### src/rtl/instr_item_encoder_pkg.sv
`default_nettype none
// ============================================================================
//  Module      : instr_item_encoder_pkg
//  Description : Shared RV32I item types, opcode/funct constants, FIFO entry
//                type and the instruction -> format classifier.
//  Revision    : 1.0  initial release
// ============================================================================
package instr_item_encoder_pkg;

    localparam int WORD_SIZE = 32;
    typedef logic [WORD_SIZE-1:0] addr_t;

    // Decoded instruction codes as carried in instruction_item_t.
    // Codes 38..63 are undefined and encode as a NOP.
    typedef enum logic [5:0] {
        NO_INST = 6'd0,
        LUI     = 6'd1,  AUIPC = 6'd2,  JAL   = 6'd3,  JALR  = 6'd4,
        BEQ     = 6'd5,  BNE   = 6'd6,  BLT   = 6'd7,  BGE   = 6'd8,
        BLTU    = 6'd9,  BGEU  = 6'd10,
        LB      = 6'd11, LH    = 6'd12, LW    = 6'd13, LBU   = 6'd14,
        LHU     = 6'd15,
        SB      = 6'd16, SH    = 6'd17, SW    = 6'd18,
        ADDI    = 6'd19, SLTI  = 6'd20, SLTIU = 6'd21, XORI  = 6'd22,
        ORI     = 6'd23, ANDI  = 6'd24, SLLI  = 6'd25, SRLI  = 6'd26,
        SRAI    = 6'd27,
        ADD     = 6'd28, SUB   = 6'd29, SLL   = 6'd30, SLT   = 6'd31,
        SLTU    = 6'd32, XOR   = 6'd33, SRL   = 6'd34, SRA   = 6'd35,
        OR      = 6'd36, AND   = 6'd37
    } instruction_t;

    typedef enum logic [3:0] {
        T_NONE = 4'd0,
        T_R    = 4'd1,
        T_I    = 4'd2,
        T_I_SH = 4'd3,
        T_I_L  = 4'd4,
        T_JALR = 4'd5,
        T_S    = 4'd6,
        T_B    = 4'd7,
        T_U    = 4'd8,
        T_J    = 4'd9
    } instruction_type_t;

    // Major opcodes
    localparam logic [6:0] c_opc_op     = 7'b0110011;
    localparam logic [6:0] c_opc_opimm  = 7'b0010011;
    localparam logic [6:0] c_opc_load   = 7'b0000011;
    localparam logic [6:0] c_opc_jalr   = 7'b1100111;
    localparam logic [6:0] c_opc_store  = 7'b0100011;
    localparam logic [6:0] c_opc_branch = 7'b1100011;
    localparam logic [6:0] c_opc_lui    = 7'b0110111;
    localparam logic [6:0] c_opc_auipc  = 7'b0010111;
    localparam logic [6:0] c_opc_jal    = 7'b1101111;

    // funct7 variants
    localparam logic [6:0] c_f7_base = 7'b0000000;
    localparam logic [6:0] c_f7_alt  = 7'b0100000;

    // Canonical NOP (addi x0, x0, 0)
    localparam logic [31:0] c_nop_word = 32'h0000_0013;

    typedef struct packed {
        logic [31:0] word;
        addr_t       pc;
        logic        err;
    } enc_entry_t;

    // Map an instruction code onto its encoding format.
    function automatic instruction_type_t get_type(input logic [5:0] code);
        instruction_type_t t;
        t = T_NONE;
        case (code)
            ADD, SUB, SLL, SLT, SLTU, XOR, SRL, SRA, OR, AND: t = T_R;
            ADDI, SLTI, SLTIU, XORI, ORI, ANDI:              t = T_I;
            SLLI, SRLI, SRAI:                                t = T_I_SH;
            LB, LH, LW, LBU, LHU:                            t = T_I_L;
            JALR:                                            t = T_JALR;
            SB, SH, SW:                                      t = T_S;
            BEQ, BNE, BLT, BGE, BLTU, BGEU:                  t = T_B;
            LUI, AUIPC:                                      t = T_U;
            JAL:                                             t = T_J;
            default:                                         t = T_NONE;
        endcase
        return t;
    endfunction

    // funct3 field for every code that carries one.
    function automatic logic [2:0] get_funct3(input logic [5:0] code);
        logic [2:0] f;
        f = 3'b000;
        case (code)
            SLL, SLLI, BNE, LH, SH:        f = 3'b001;
            SLT, SLTI, LW, SW:             f = 3'b010;
            SLTU, SLTIU:                   f = 3'b011;
            XOR, XORI, BLT, LBU:           f = 3'b100;
            SRL, SRA, SRLI, SRAI, BGE, LHU: f = 3'b101;
            OR, ORI, BLTU:                 f = 3'b110;
            AND, ANDI, BGEU:               f = 3'b111;
            default:                       f = 3'b000;
        endcase
        return f;
    endfunction

    // SUB, SRA and SRAI use the alternate funct7.
    function automatic logic [6:0] get_funct7(input logic [5:0] code);
        logic [6:0] f;
        f = c_f7_base;
        if (code == SUB || code == SRA || code == SRAI) begin
            f = c_f7_alt;
        end
        return f;
    endfunction

endpackage
`default_nettype wire

### src/rtl/instr_item_encoder_encode.sv
`default_nettype none
// ============================================================================
//  Module      : rv32i_encode
//  Description : Combinational RV32I encoder, decoded item -> machine word
//                plus an out-of-range immediate flag.
//  Revision    : 1.0  initial release
// ============================================================================
module rv32i_encode
    import instr_item_encoder_pkg::*;
(
    input  logic [5:0]           i_instr,
    input  logic [4:0]           i_rs1,
    input  logic [4:0]           i_rs2,
    input  logic [4:0]           i_rd,
    input  logic [WORD_SIZE-1:0] i_imm,
    output logic [31:0]          o_word,
    output logic                 o_err
);

    instruction_type_t w_type;
    logic [2:0]        w_f3;
    logic [6:0]        w_f7;
    logic              w_s12_ok;
    logic              w_s13_ok;
    logic              w_s21_ok;

    // Range checks: a value fits in N signed bits when bits [31:N-1] agree.
    assign w_s12_ok = (&i_imm[31:11]) | ~(|i_imm[31:11]);
    assign w_s13_ok = (&i_imm[31:12]) | ~(|i_imm[31:12]);
    assign w_s21_ok = (&i_imm[31:20]) | ~(|i_imm[31:20]);

    assign w_type = get_type(i_instr);
    assign w_f3   = get_funct3(i_instr);
    assign w_f7   = get_funct7(i_instr);

    // Assemble the word for the item's format; out-of-range immediates are truncated.
    always_comb begin
        o_word = c_nop_word;
        o_err  = 1'b0;
        case (w_type)
            T_R: begin
                o_word = {w_f7, i_rs2, i_rs1, w_f3, i_rd, c_opc_op};
            end
            T_I: begin
                o_word = {i_imm[11:0], i_rs1, w_f3, i_rd, c_opc_opimm};
                o_err  = ~w_s12_ok;
            end
            T_I_SH: begin
                o_word = {w_f7, i_imm[4:0], i_rs1, w_f3, i_rd, c_opc_opimm};
                o_err  = |i_imm[31:5];
            end
            T_I_L: begin
                o_word = {i_imm[11:0], i_rs1, w_f3, i_rd, c_opc_load};
                o_err  = ~w_s12_ok;
            end
            T_JALR: begin
                o_word = {i_imm[11:0], i_rs1, w_f3, i_rd, c_opc_jalr};
                o_err  = ~w_s12_ok;
            end
            T_S: begin
                o_word = {i_imm[11:5], i_rs2, i_rs1, w_f3, i_imm[4:0], c_opc_store};
                o_err  = ~w_s12_ok;
            end
            T_B: begin
                o_word = {i_imm[12], i_imm[10:5], i_rs2, i_rs1, w_f3,
                          i_imm[4:1], i_imm[11], c_opc_branch};
                o_err  = ~w_s13_ok | i_imm[0];
            end
            T_U: begin
                o_word = {i_imm[31:12], i_rd,
                          (i_instr == LUI) ? c_opc_lui : c_opc_auipc};
                o_err  = |i_imm[11:0];
            end
            T_J: begin
                o_word = {i_imm[20], i_imm[10:1], i_imm[11], i_imm[19:12],
                          i_rd, c_opc_jal};
                o_err  = ~w_s21_ok | i_imm[0];
            end
            default: begin
                o_word = c_nop_word;
                o_err  = 1'b0;
            end
        endcase
    end

endmodule
`default_nettype wire

### src/rtl/instr_item_encoder.sv
`default_nettype none
// ============================================================================
//  Module      : instr_item_encoder
//  Description : Encodes decoded RV32I items into machine words, tags each
//                with a running PC and streams them out through a FIFO.
//  Revision    : 1.0  initial release
// ============================================================================
module instr_item_encoder
    import instr_item_encoder_pkg::*;
#(
    parameter int    DEPTH   = 4,
    parameter addr_t BASE_PC = 32'h0000_0000
)(
    input  logic                      clk,
    input  logic                      rst_n,
    input  logic                      in_valid,
    output logic                      in_ready,
    input  logic [5:0]                in_instr,
    input  logic [4:0]                in_rs1,
    input  logic [4:0]                in_rs2,
    input  logic [4:0]                in_rd,
    input  logic [WORD_SIZE-1:0]      in_imm,
    output logic                      out_valid,
    input  logic                      out_ready,
    output logic [31:0]               out_word,
    output logic [WORD_SIZE-1:0]      out_pc,
    output logic                      out_err,
    input  logic                      flush,
    input  logic [WORD_SIZE-1:0]      flush_pc,
    output logic [$clog2(DEPTH):0]    level
);

    localparam int                 c_ptr_w = $clog2(DEPTH);
    localparam int                 c_lvl_w = c_ptr_w + 1;
    localparam logic [c_lvl_w-1:0] c_depth = c_lvl_w'(DEPTH);

    enc_entry_t           r_mem [DEPTH];
    enc_entry_t           r_last;
    enc_entry_t           w_entry;
    enc_entry_t           w_head;
    logic [c_ptr_w-1:0]   r_wr_ptr;
    logic [c_ptr_w-1:0]   r_rd_ptr;
    logic [c_lvl_w-1:0]   r_count;
    addr_t                r_pc;
    logic [31:0]          w_word;
    logic                 w_err;
    logic                 w_push;
    logic                 w_pop;

    rv32i_encode u_encode (
        .i_instr (in_instr),
        .i_rs1   (in_rs1),
        .i_rs2   (in_rs2),
        .i_rd    (in_rd),
        .i_imm   (in_imm),
        .o_word  (w_word),
        .o_err   (w_err)
    );

    assign w_entry = '{word: w_word, pc: r_pc, err: w_err};
    assign w_head  = r_mem[r_rd_ptr];

    // A full FIFO still accepts an item when the head leaves in the same cycle.
    assign in_ready  = (r_count < c_depth) | out_ready;
    assign out_valid = (r_count != '0);
    assign w_pop     = out_valid & out_ready;
    // Flush discards any item offered in the same cycle.
    assign w_push    = in_valid & in_ready & ~flush;

    // While empty the outputs keep showing the last entry that left the FIFO.
    assign out_word = out_valid ? w_head.word : r_last.word;
    assign out_pc   = out_valid ? w_head.pc   : r_last.pc;
    assign out_err  = out_valid ? w_head.err  : r_last.err;
    assign level    = r_count;

    // Storage array; only written on an accepted push, so no reset needed.
    always_ff @(posedge clk) begin
        if (w_push) begin
            r_mem[r_wr_ptr] <= w_entry;
        end
    end

    // Pointers, occupancy, PC counter and the held last-popped entry.
    always_ff @(posedge clk or negedge rst_n) begin
        if (!rst_n) begin
            r_wr_ptr <= '0;
            r_rd_ptr <= '0;
            r_count  <= '0;
            r_pc     <= BASE_PC;
            r_last   <= '0;
        end else if (flush) begin
            r_wr_ptr <= '0;
            r_rd_ptr <= '0;
            r_count  <= '0;
            r_pc     <= flush_pc;
        end else begin
            if (w_push) begin
                r_wr_ptr <= r_wr_ptr + 1'b1;
                r_pc     <= r_pc + 32'd4;
            end
            if (w_pop) begin
                r_rd_ptr <= r_rd_ptr + 1'b1;
                r_last   <= w_head;
            end
            case ({w_push, w_pop})
                2'b10:   r_count <= r_count + 1'b1;
                2'b01:   r_count <= r_count - 1'b1;
                default: r_count <= r_count;
            endcase
        end
    end

endmodule
`default_nettype wire
### config.mk
export PLATFORM = sky130hd
export DESIGN_NAME = instr_item_encoder
export DESIGN_NICKNAME = d
export VERILOG_FILES = /design/src/rtl/instr_item_encoder_pkg.sv /design/src/rtl/instr_item_encoder_encode.sv /design/src/rtl/instr_item_encoder.sv
export SDC_FILE = /design/constraint.sdc
export NUM_CORES = 1
export LEC_CHECK = 0
export CAP_MARGIN = 20
export CORE_UTILIZATION = 55
export DETAILED_ROUTE_END_ITERATION = 7
export PLACE_DENSITY = 0.78
export SETUP_SLACK_MARGIN = 0.05
export SLEW_MARGIN = 20
export SYNTH_ARGS = -nofsm -noshare
export SYNTH_HDL_FRONTEND = slang
export SYNTH_SLANG_ARGS = --single-unit
### constraint.sdc
create_clock -name clk -period 4 [get_ports clk]
set_clock_uncertainty 0.05 [all_clocks]
set_input_delay 0.4 -clock clk [delete_from_list [all_inputs] [get_ports clk]]
set_output_delay 0.4 -clock clk [all_outputs]
set_load 0.05 [all_outputs]
==> flow_metrics.tcl, run 1 <==
set metrics [dict create \
    drt-pass1-iter-count 5 \
    synth_top_area_share_pct 48.5 \
    path_clk_slew_ps 60 \
    die_w_um 170 \
    total_power_mw 14.5 \
    start_kind "flop" \
    synthToLayoutAreaGrowth_pct 21.0 \
    min_period_ps 3680 \
    cts_hold_buf 1 \
    drt-initial-drc-count 944 \
    syn_inst 1100 \
    cts_buffers 37 \
    cts_num_sinks 355 \
    ys.flop_type "edfxtp_1" \
    grt_pass1_vias 10100 \
    setup_viol 0 \
    root_buffer "clkbuf_16" \
    combinationalPowerShare_pct 43.8 \
    track_usage_pct 26.2 \
    avgRoutedWirePerCell_um 21.9 \
    multi_input_area_mm2 0.00517 \
    initial_core_util_pct 56.0 \
    ys_top_cells_by_count "252 x edfxtp_1, 229 x nand2_1, 103 x dfrtp_1, 65 x mux2_2, 63 x mux4_2" \
    dieArea_mm2 0.0290 \
    nets 1373 \
    drt-total-wl_mm 36.6 \
    relSlewSlack_pct 52.2 \
    arrival_ps 3230 \
    diodes 0 \
    rsz0062_at_grt "no" \
    leakage_nw 6.89 \
    hold_viol 0 \
    cts_resized 0 \
    core_area_mm2 0.0279 \
    port-buffer-count 159 \
    ys_top_cells_by_area "edfxtp_1 49%, dfrtp_1 17%, mux4_2 9.1%" \
    max-cap-violations 0 \
    synth_largest_area_cell "edfxtp_1" \
    post-route-period-util_pct 92.0 \
    ys_warn_count 0 \
    die_h_um 170 \
    critPathMaxFanout 45 \
    ioPinCount 160 \
    clkLatencyLatePin_ps 530 \
    grt_start_max_net_pins 53 \
    cp_data_required_time_ps 3550 \
    grt_use_met3_pct 3.86 \
    vias 10000 \
    nFillCells 1885 \
    synth_fp_nets 1204 \
    ys_seq_elements 355 \
    viasPerCell 5.98 \
    min_path_type "in2reg" \
    grt_most_used_layer "met2" \
    final_max_slew_viol_count 0 \
    max_clock_freq_ghz 0.272 \
    switching_share_pct 40.0 \
    seq_area_mm2 0.0101 \
    row_count 61 \
    antenna_found_initial 0 \
    endpoint_kind "primary output" \
    antenna_left 0 \
    p_switching_mw 5.79 \
    synth_async_sr_flop_share_pct 29.0 \
    drc 0 \
    yosysMostFrequentCell "edfxtp_1" \
    tns_ps 0 \
    synth_cell_types 66 \
    cts_setup_buffers 0 \
    cts_tree "built" \
    pwr-share-clk_pct 22.6 \
    cts_buffer_depth 3 \
    grt_util_met2_pct 44.8 \
    yosysSeqAreaShare_pct 65.0 \
    critPathKind "reg2out" \
    grt_pass1_wl_mm 56.8 \
    syn_area_mm2 0.0156 \
    grt_overflow 0 \
    tightest_slew_ps 717 \
    power_frac_seq_pct 33.6 \
    p_per_area_mw_per_mm2 767 \
    outcome "completed" \
    avgSynthCellArea_um2 14.2 \
    htree_num_levels 2 \
    use_met1_pct 34.1 \
    ir_drop_mv 0.765 \
    synth-edff-count 252 \
    p_int_mw 8.70 \
    drive_gt1_share_pct 17.9 \
    gp_congestion 0.832 \
    hpwl_mm 23.4 \
]
## critical path, cell delays in order, from the launching register on
cell,delay (ps)
dfrtp_1,430
or2_1,220
nor2_4,40
buf_4,210
inv_2,360
buf_12,320
nand2_1,80
nand2_1,170
clkdlybuf4s50_1,830
## layout make-up
| type | count | area share [%] |
|---|---|---|
| clock inverter | 10 | 0.312 |
| tap | 378 | 2.51 |
| multi-input combinational | 672 | 27.4 |
| timing repair buffer | 189 | 9.86 |
| inverter | 14 | 0.278 |
| sequential | 355 | 53.8 |
| clock buffer | 58 | 5.87 |
## power by group through the flow
stage | sequential [mW] | combinational, mW | clock (mW)
6_report | 4.87 | 6.34 | 3.27
5_1_grt | 4.94 | 6.69 | 3.46
4_1_cts | 4.87 | 6.38 | 3.32
3_5_place_dp | 4.93 | 6.34 | 0
3_3_place_gp | 4.89 | 6.27 | 0
2_1_floorplan | 4.81 | 4.32 | 0
## metrics by stage
stage / setup WS, ps / cell area [um^2] / hold slack, ps / utilization [%] / cells
final: 320 / 18900 / 377 / 67.8 / 1676
after detailed placement: 576 / 17700 / 401 / 63.5 / 1607
after CTS: 300 / 18900 / 354 / 67.8 / 1676
after global placement: 639 / 17700 / 390 / 63.5 / 1607
after floorplan: 112 / 15600 / 54.4 / - / 1100
after global routing: 207 / 18900 / 404 / 67.8 / 1676
## worst paths after layout
kind,from,endpoint,slack (ps),cells after the start
worst max-delay path,level[0]$_DFFE_PN0P_,out_word[4],320,8
worst min-delay path,flush,r_pc[30]$_DFFE_PN0N_,380,3
worst max register to register,level[1]$_DFFE_PN0P_,level[2]$_DFFE_PN0P_,780,12
worst min register to register,r_last[34]$_DFFE_PN0P_,r_last[34]$_DFFE_PN0P_,410,1
max in group asynchronous,rst_n,r_last[40]$_DFFE_PN0P_,2600,3
min in group asynchronous,rst_n,r_last[20]$_DFFE_PN0P_,410,2
## registers in the layout (all words and copies together), names as in the netlist
register and flops:
r_pc 32, r_rd_ptr 2, level 3, r_wr_ptr 2, r_last 64, r_mem 252
## routing by layer
metal | vias to the layer above | routed length [um] | share of wire [%]
met5 | - | 0 | 0
met3 | 78 | 1930 | 5.3
met1 | 5079 | 15000 | 41
met2 | 357 | 18700 | 51
li1 | 4502 | - | -
met4 | 0 | 1060 | 2.9
## placed cells by master, fill, tap and decap left out, types with 6 or more instances in the layout
master	count
and3_1	9
inv_1	12
or4_1	6
a22o_1	15
xor2_1	9
clkbuf_8	6
dfrtp_1	101
nor3_1	11
clkinv_2	6
xnor2_1	11
nand4_1	15
a31oi_1	13
nor4_1	7
mux2_2	65
clkdlybuf4s50_1	157
a221o_1	8
buf_4	26
nand2_1	229
mux4_2	63
ha_1	13
o21ai_0	42
edfxtp_1	252
clkbuf_16	39
or3_1	15
a21oi_1	15
nand3_1	14
a21o_1	6
nor2_1	31
clkbuf_1	13
and2_1	8
## cell families (layout without fill, tap and decap cells)
family | count (synthesis) | count (layout) | share of synthesized area, %
adders and majority gates | 15 | 15 | 1.23
DFF | 355 | 355 | 65.0
AOI/OAI and AO/OA | 127 | 127 | 5.44
and+or+nand+nor | 377 | 377 | 11.1
buffers and inverters | 73 | 271 | 1.98
muxes | 133 | 133 | 14.1
xor gates and xnor gates | 20 | 20 | 1.12
Power figures use the tool's default switching activity.
==> run 2: changes to the inputs <==
--- a/config.mk
+++ b/config.mk
@@ -8,7 +8,8 @@
 export CAP_MARGIN = 20
 export CORE_UTILIZATION = 55
 export DETAILED_ROUTE_END_ITERATION = 7
-export PLACE_DENSITY = 0.78
+export PLACE_DENSITY = 0.79
+export RECOVER_POWER = 25
 export SETUP_SLACK_MARGIN = 0.05
 export SLEW_MARGIN = 20
 export SYNTH_ARGS = -nofsm -noshare
==> run 2 against run 1 <==
Compared with the run above:
- the run now ends with max-capacitance violations, max-slew violations left
- clock-buffer cell count shrank 7
- sequential cell count is the same
- sequential share of layout area shrank 0.18 points
- critical endpoint unchanged
- total power grew 0.71%
- first-iteration DRC count shrank 18%
- maximum frequency grew 3.9%
- clock power grew 5%
- critical path depth shrank 1
- combinational power is essentially flat
- worst hold slack gained 28 ps
==> flow_metrics.tcl, run 2 (synthesis gave the netlist of run 1 again) <==
set metrics [dict create \
    outcome "complete, but fails checks" \
    drt-initial-drc-count 774 \
    cp_data_required_time_ps 3550 \
    final_max_slew_viol_count 105 \
    critPathMaxFanout 22 \
    htree_num_levels 2 \
    largest_reg_flops 252 \
    grt_pass1_vias 9916 \
    gp_congestion 0.871 \
    avgRoutedWirePerCell_um 21.3 \
    min_period_ps 3540 \
    place_ws_ps 573 \
    rsz0062_at_grt "no" \
    min_path_type "in2reg" \
    nets 1370 \
    cts_resized 0 \
    cts_tree "built" \
    grt_pass1_wl_mm 55.2 \
    die_w_um 170 \
    vias 9987 \
    rr_startpoint "level[0]$_DFFE_PN0P_" \
    cts_setup_buffers 0 \
    total_power_mw 14.6 \
    start_kind "flop" \
    port-buffer-count 159 \
    cp_num_cells 7 \
    post-route-period-util_pct 88.5 \
    initial_core_util_pct 56.0 \
    reg_top3 "r_mem (252), r_last (64), r_pc (32)" \
    cp-startpoint "level[0]$_DFFE_PN0P_" \
    hpwl_mm 22.7 \
    p_per_area_mw_per_mm2 770 \
    r2r-end "level[2]$_DFFE_PN0P_" \
    dp_cells 1604 \
    ff2ff_setup_slack_ps 1330 \
    row_count 61 \
    drc 0 \
    finalWorstSetupSlack_ps 459 \
    drt-pass1-iter-count 5 \
    critPathKind "reg2out" \
    dieArea_mm2 0.0290 \
    track_usage_pct 25.2 \
    crit_end "out_word[4]" \
    viasPerCell 5.97 \
    hold_viol 0 \
    violations "max-capacitance violations, max-slew violations" \
    max_stage_delay_ps 840 \
    layout_commonest_cell "edfxtp_1" \
    grt_start_max_net_pins 64 \
    ff2ff_path_depth 10 \
    final_cell_mix "252 x edfxtp_1, 229 x nand2_1, 157 x clkdlybuf4s50_1" \
    critPathBufInv 3 \
    relSlewSlack_pct -34.9 \
    drt-total-wl_mm 35.7 \
    endpoint_kind "primary output" \
    ir_drop_mv 0.834 \
    crit_chain "or2_1, nor2_4, inv_2, buf_4, nand2_1, nand2_1, clkdlybuf4s50_1" \
    finalNonFillerCells 1674 \
    leakage_nw 6.90 \
    core_area_mm2 0.0279 \
    largest-register "r_mem" \
    grt_overflow 0 \
    tns_ps 0 \
    root_buffer "clkbuf_16" \
    nFillCells 1891 \
    cts_buffers 37 \
    cp_top_family "buffers and inverters" \
    synthToLayoutAreaGrowth_pct 21.4 \
    path_clk_slew_ps 60 \
    crit_slowest_cell "clkdlybuf4s50_1" \
    setup_viol 0 \
    clkLatencyLatePin_ps 520 \
    crit_top_cell "nand2_1" \
    cts_hold_buf 1 \
    antenna_found_initial 1 \
    max-cap-violations 2 \
    die_h_um 170 \
    ioPinCount 160 \
    antenna_left 0 \
    cts_num_sinks 355 \
    drive_gt1_share_pct 17.5 \
    tightest_slew_ps 2020 \
    arrival_ps 3090 \
    cts_buffer_depth 3 \
    max_clock_freq_ghz 0.282 \
]
run 2: changes by cell type in the layout (fill, tap and decap cells not counted), sizes merged:
cell	change
buf	-7
clkbuf	-4
clkinv	+4
bufinv	+3
diode	+1
dlygate4sd3	+1
run 2: final cells by class:
class / instances / area (um^2) / area share, %
Timing Repair Buffer: 186 / 1860 / 9.82
Inverter: 14 / 52.6 / 0.277
Multi-Input combinational cell: 672 / 5170 / 27.3
Tap cell: 378 / 473 / 2.50
Sequential cell: 355 / 10100 / 53.6
Antenna cell: 1 / 2.50 / 0.0132
Clock buffer: 51 / 1070 / 5.65
Clock inverter: 17 / 158 / 0.832
run 2: routing by layer:
metal	up-vias	global-route usage (%)	wire, um
met4	0	8.38	892
li1	4481	-	-
met3	68	4.28	2180
met5	-	0	0
met1	5046	33.3	14500
met2	392	42.5	18100
run 2: how the worst min path moves through the flow:
stage                                      start                     end  cells past startpoint
after floorplan                            rst_n    level[0]$_DFFE_PN0P_                      0
after global placement    r_last[34]$_DFFE_PN0P_  r_last[34]$_DFFE_PN0P_                      1
after detailed placement  r_last[34]$_DFFE_PN0P_  r_last[34]$_DFFE_PN0P_                      1
after CTS                            flush_pc[7]     r_pc[7]$_DFFE_PN0N_                      3
after global routing                flush_pc[13]    r_pc[13]$_DFFE_PN0N_                      3
final                                flush_pc[6]     r_pc[6]$_DFFE_PN0N_                      3
run 2: through the flow:
| step | hold slack (ps) | area [um^2] | util, % |
|---|---|---|---|
| floorplan | 54.4 | 15600 | - |
| global placement | 389 | 17700 | 63.6 |
| detailed placement | 394 | 17700 | 63.6 |
| CTS | 392 | 18900 | 68.0 |
| global route | 416 | 18900 | 68.0 |
| finish | 405 | 18900 | 68.0 |
run 2: power by group:
part | total [mW] | leakage [nW] | switching [mW] | internal (mW)
Clock | 3.42 | 0.602 | 1.36 | 2.07
Combinational | 6.35 | 2.76 | 4.07 | 2.28
Sequential | 4.81 | 3.54 | 0.299 | 4.51
run 2: tightest hold or removal path, delay by kind of cell:
family	cells	cell delay, ps
compound gates	1	70
buf+inv	1	400
simple gates	1	60
==> run 3: changes to the inputs <==
--- a/config.mk
+++ b/config.mk
@@ -6,6 +6,7 @@
 export NUM_CORES = 1
 export LEC_CHECK = 0
 export CAP_MARGIN = 20
+export CORE_MARGIN = 2
 export CORE_UTILIZATION = 55
 export DETAILED_ROUTE_END_ITERATION = 7
 export PLACE_DENSITY = 0.79
==> run 3 against run 2 <==
Compared with the run above:
- the flow still finishes with violations (max-capacitance violations, max-slew violations)
- sequential cell count unchanged
- sequential share of layout area is 0.21 points higher
- clock power fell by 8.8%
- critical path depth is 1 lower
- combinational power down 0.9%
- core utilization down 0.26 points
- global-route usage shrank 0.61 points
- clock-buffer cell count increased by 4
- die area is 2.4% higher
- critical path type unchanged
- non-clock buffer count increased by 4
==> flow_metrics.tcl, run 3 (synthesis gave the netlist of run 1 again) <==
set metrics [dict create \
    diodes 0 \
    antenna_left 0 \
    core_area_mm2 0.0279 \
    critPathKind "reg2out" \
    dieArea_mm2 0.0297 \
    reg_top3 "r_mem (252), r_last (64), r_pc (32)" \
    drt-initial-drc-count 926 \
    whs_ps 306 \
    post-route-period-util_pct 90.9 \
    grt_pass1_vias 9891 \
    max_stage_delay_ps 830 \
    hold_viol 0 \
    p_per_area_mw_per_mm2 757 \
    cts_setup_buffers 0 \
    cts_buffers 36 \
    placed_area_mm2 0.0178 \
    grt_pass1_wl_mm 54.8 \
    htree_num_levels 2 \
    path_clk_slew_ps 60 \
    clkLatencyLatePin_ps 520 \
    outcome "complete, but fails checks" \
    synthToLayoutAreaGrowth_pct 20.9 \
    die_h_um 172 \
    root_buffer "clkbuf_16" \
    finalNonFillerCells 1675 \
    drc 0 \
    crit_chain "or2_1, nor2_4, buf_4, nand2_1, nand2_1, clkdlybuf4s50_1" \
    ioPinCount 160 \
    grt_start_max_net_pins 66 \
    tns_ps 0 \
    ir_drop_mv 0.674 \
    vias 10100 \
    viasPerCell 6.01 \
    die_w_um 172 \
    leakage_nw 6.85 \
    max_clock_freq_ghz 0.275 \
    arrival_ps 3190 \
    initial_core_util_pct 56.0 \
    dp_cells 1609 \
    max-cap-violations 1 \
    drt-total-wl_mm 35.9 \
    final_cell_mix "252 x edfxtp_1, 229 x nand2_1, 158 x clkdlybuf4s50_1" \
    final_max_slew_viol_count 66 \
    gp_congestion 0.910 \
    hpwl_mm 22.7 \
    setup_viol 0 \
    stdcell_area_mm2 0.0189 \
    cts_resized 0 \
    min_path_type "in2async" \
    min_period_ps 3640 \
    cts_tree "built" \
    critPathMaxFanout 63 \
    layout_commonest_cell "edfxtp_1" \
    largest_reg_flops 252 \
    grt_overflow 0 \
    cts_hold_buf 0 \
    drt-pass1-iter-count 7 \
    cp_top_family "buffers and inverters" \
    antenna_found_initial 0 \
    drive_gt1_share_pct 17.1 \
    relSlewSlack_pct -22.3 \
    port-buffer-count 159 \
    cp_data_required_time_ps 3550 \
    cts_num_sinks 355 \
    critPathBufInv 2 \
    crit_top_cell "nand2_1" \
    largest-register "r_mem" \
    row_count 61 \
    track_usage_pct 24.6 \
    tightest_slew_ps 1830 \
    crit_slowest_cell "clkdlybuf4s50_1" \
    start_kind "flop" \
    violations "max-capacitance violations, max-slew violations" \
    cts_buffer_depth 3 \
    avgRoutedWirePerCell_um 21.5 \
    rsz0062_at_grt "no" \
    nets 1373 \
    endpoint_kind "primary output" \
]
-- run 3: cell count changes in the layout (fill, tap and decap cells not counted), moves of 2 or more --
cell,change
clkbuf_1,+9
clkbuf_8,-4
clkinv_2,-4
buf_12,+3
buf_4,+3
bufinv_16,-2
clkbuf_16,-2
clkinv_1,-2
dlygate4sd3_1,-2
-- run 3: layout make-up --
class	instances	area, um^2
clock inverter	11	86.3
sequential	355	10100
multi-input combinational	672	5170
tap	378	473
clock buffer	55	1000
fill	1860	8990
timing repair buffer	190	1930
inverter	14	52.6
-- run 3: layer usage --
metal	global-route usage [%]	part of all wire [%]	vias up	wire length, um
li1	-	-	4501	-
met1	32.8	41	5083	14600
met2	41.4	50	398	18100
met3	3.57	5.7	88	2040
met4	8.99	3.5	0	1260
met5	0	0	-	0
-- run 3: worst reg2reg max path: stages (launching register included) --
cell	delay, ps
dfrtp_1	420
or2_1	210
nor2_4	50
inv_2	560
nand2_1	340
nor2_4	150
buf_4	560
mux2_2	430
-- run 3: stage by stage --
step	setup WS, ps	util (%)	power, mW
after floorplan	112	-	9.13
after global placement	657	63.8	11.1
after detailed placement	574	63.8	11.3
after CTS	357	67.8	14.4
after global routing	242	67.7	14.9
final	365	67.7	14.3
-- run 3: report_power, final --
| part | total, mW | switching, mW | internal (mW) |
|---|---|---|---|
| clock network | 3.12 | 1.32 | 1.80 |
| logic | 6.29 | 4.02 | 2.27 |
| registers | 4.87 | 0.366 | 4.51 |
| total | 14.3 | 5.70 | 8.58 |
-- run 3: worst paths after layout --
check                           slack [ps]  cells after the start                endpoint                   start
worst max-delay path                   360                      6             out_word[4]    level[1]$_DFFE_PN0P_
worst min-delay path                   310                      1  r_last[42]$_DFFE_PN0P_                   rst_n
worst max register to register        1090                      7  r_last[39]$_DFFE_PN0P_    level[0]$_DFFE_PN0P_
worst min register to register         430                      1  r_last[34]$_DFFE_PN0P_  r_last[34]$_DFFE_PN0P_
max in group asynchronous             1600                      2     r_pc[0]$_DFFE_PN0P_                   rst_n
min in group clk                       390                      3    r_pc[15]$_DFFE_PN0N_            flush_pc[15]
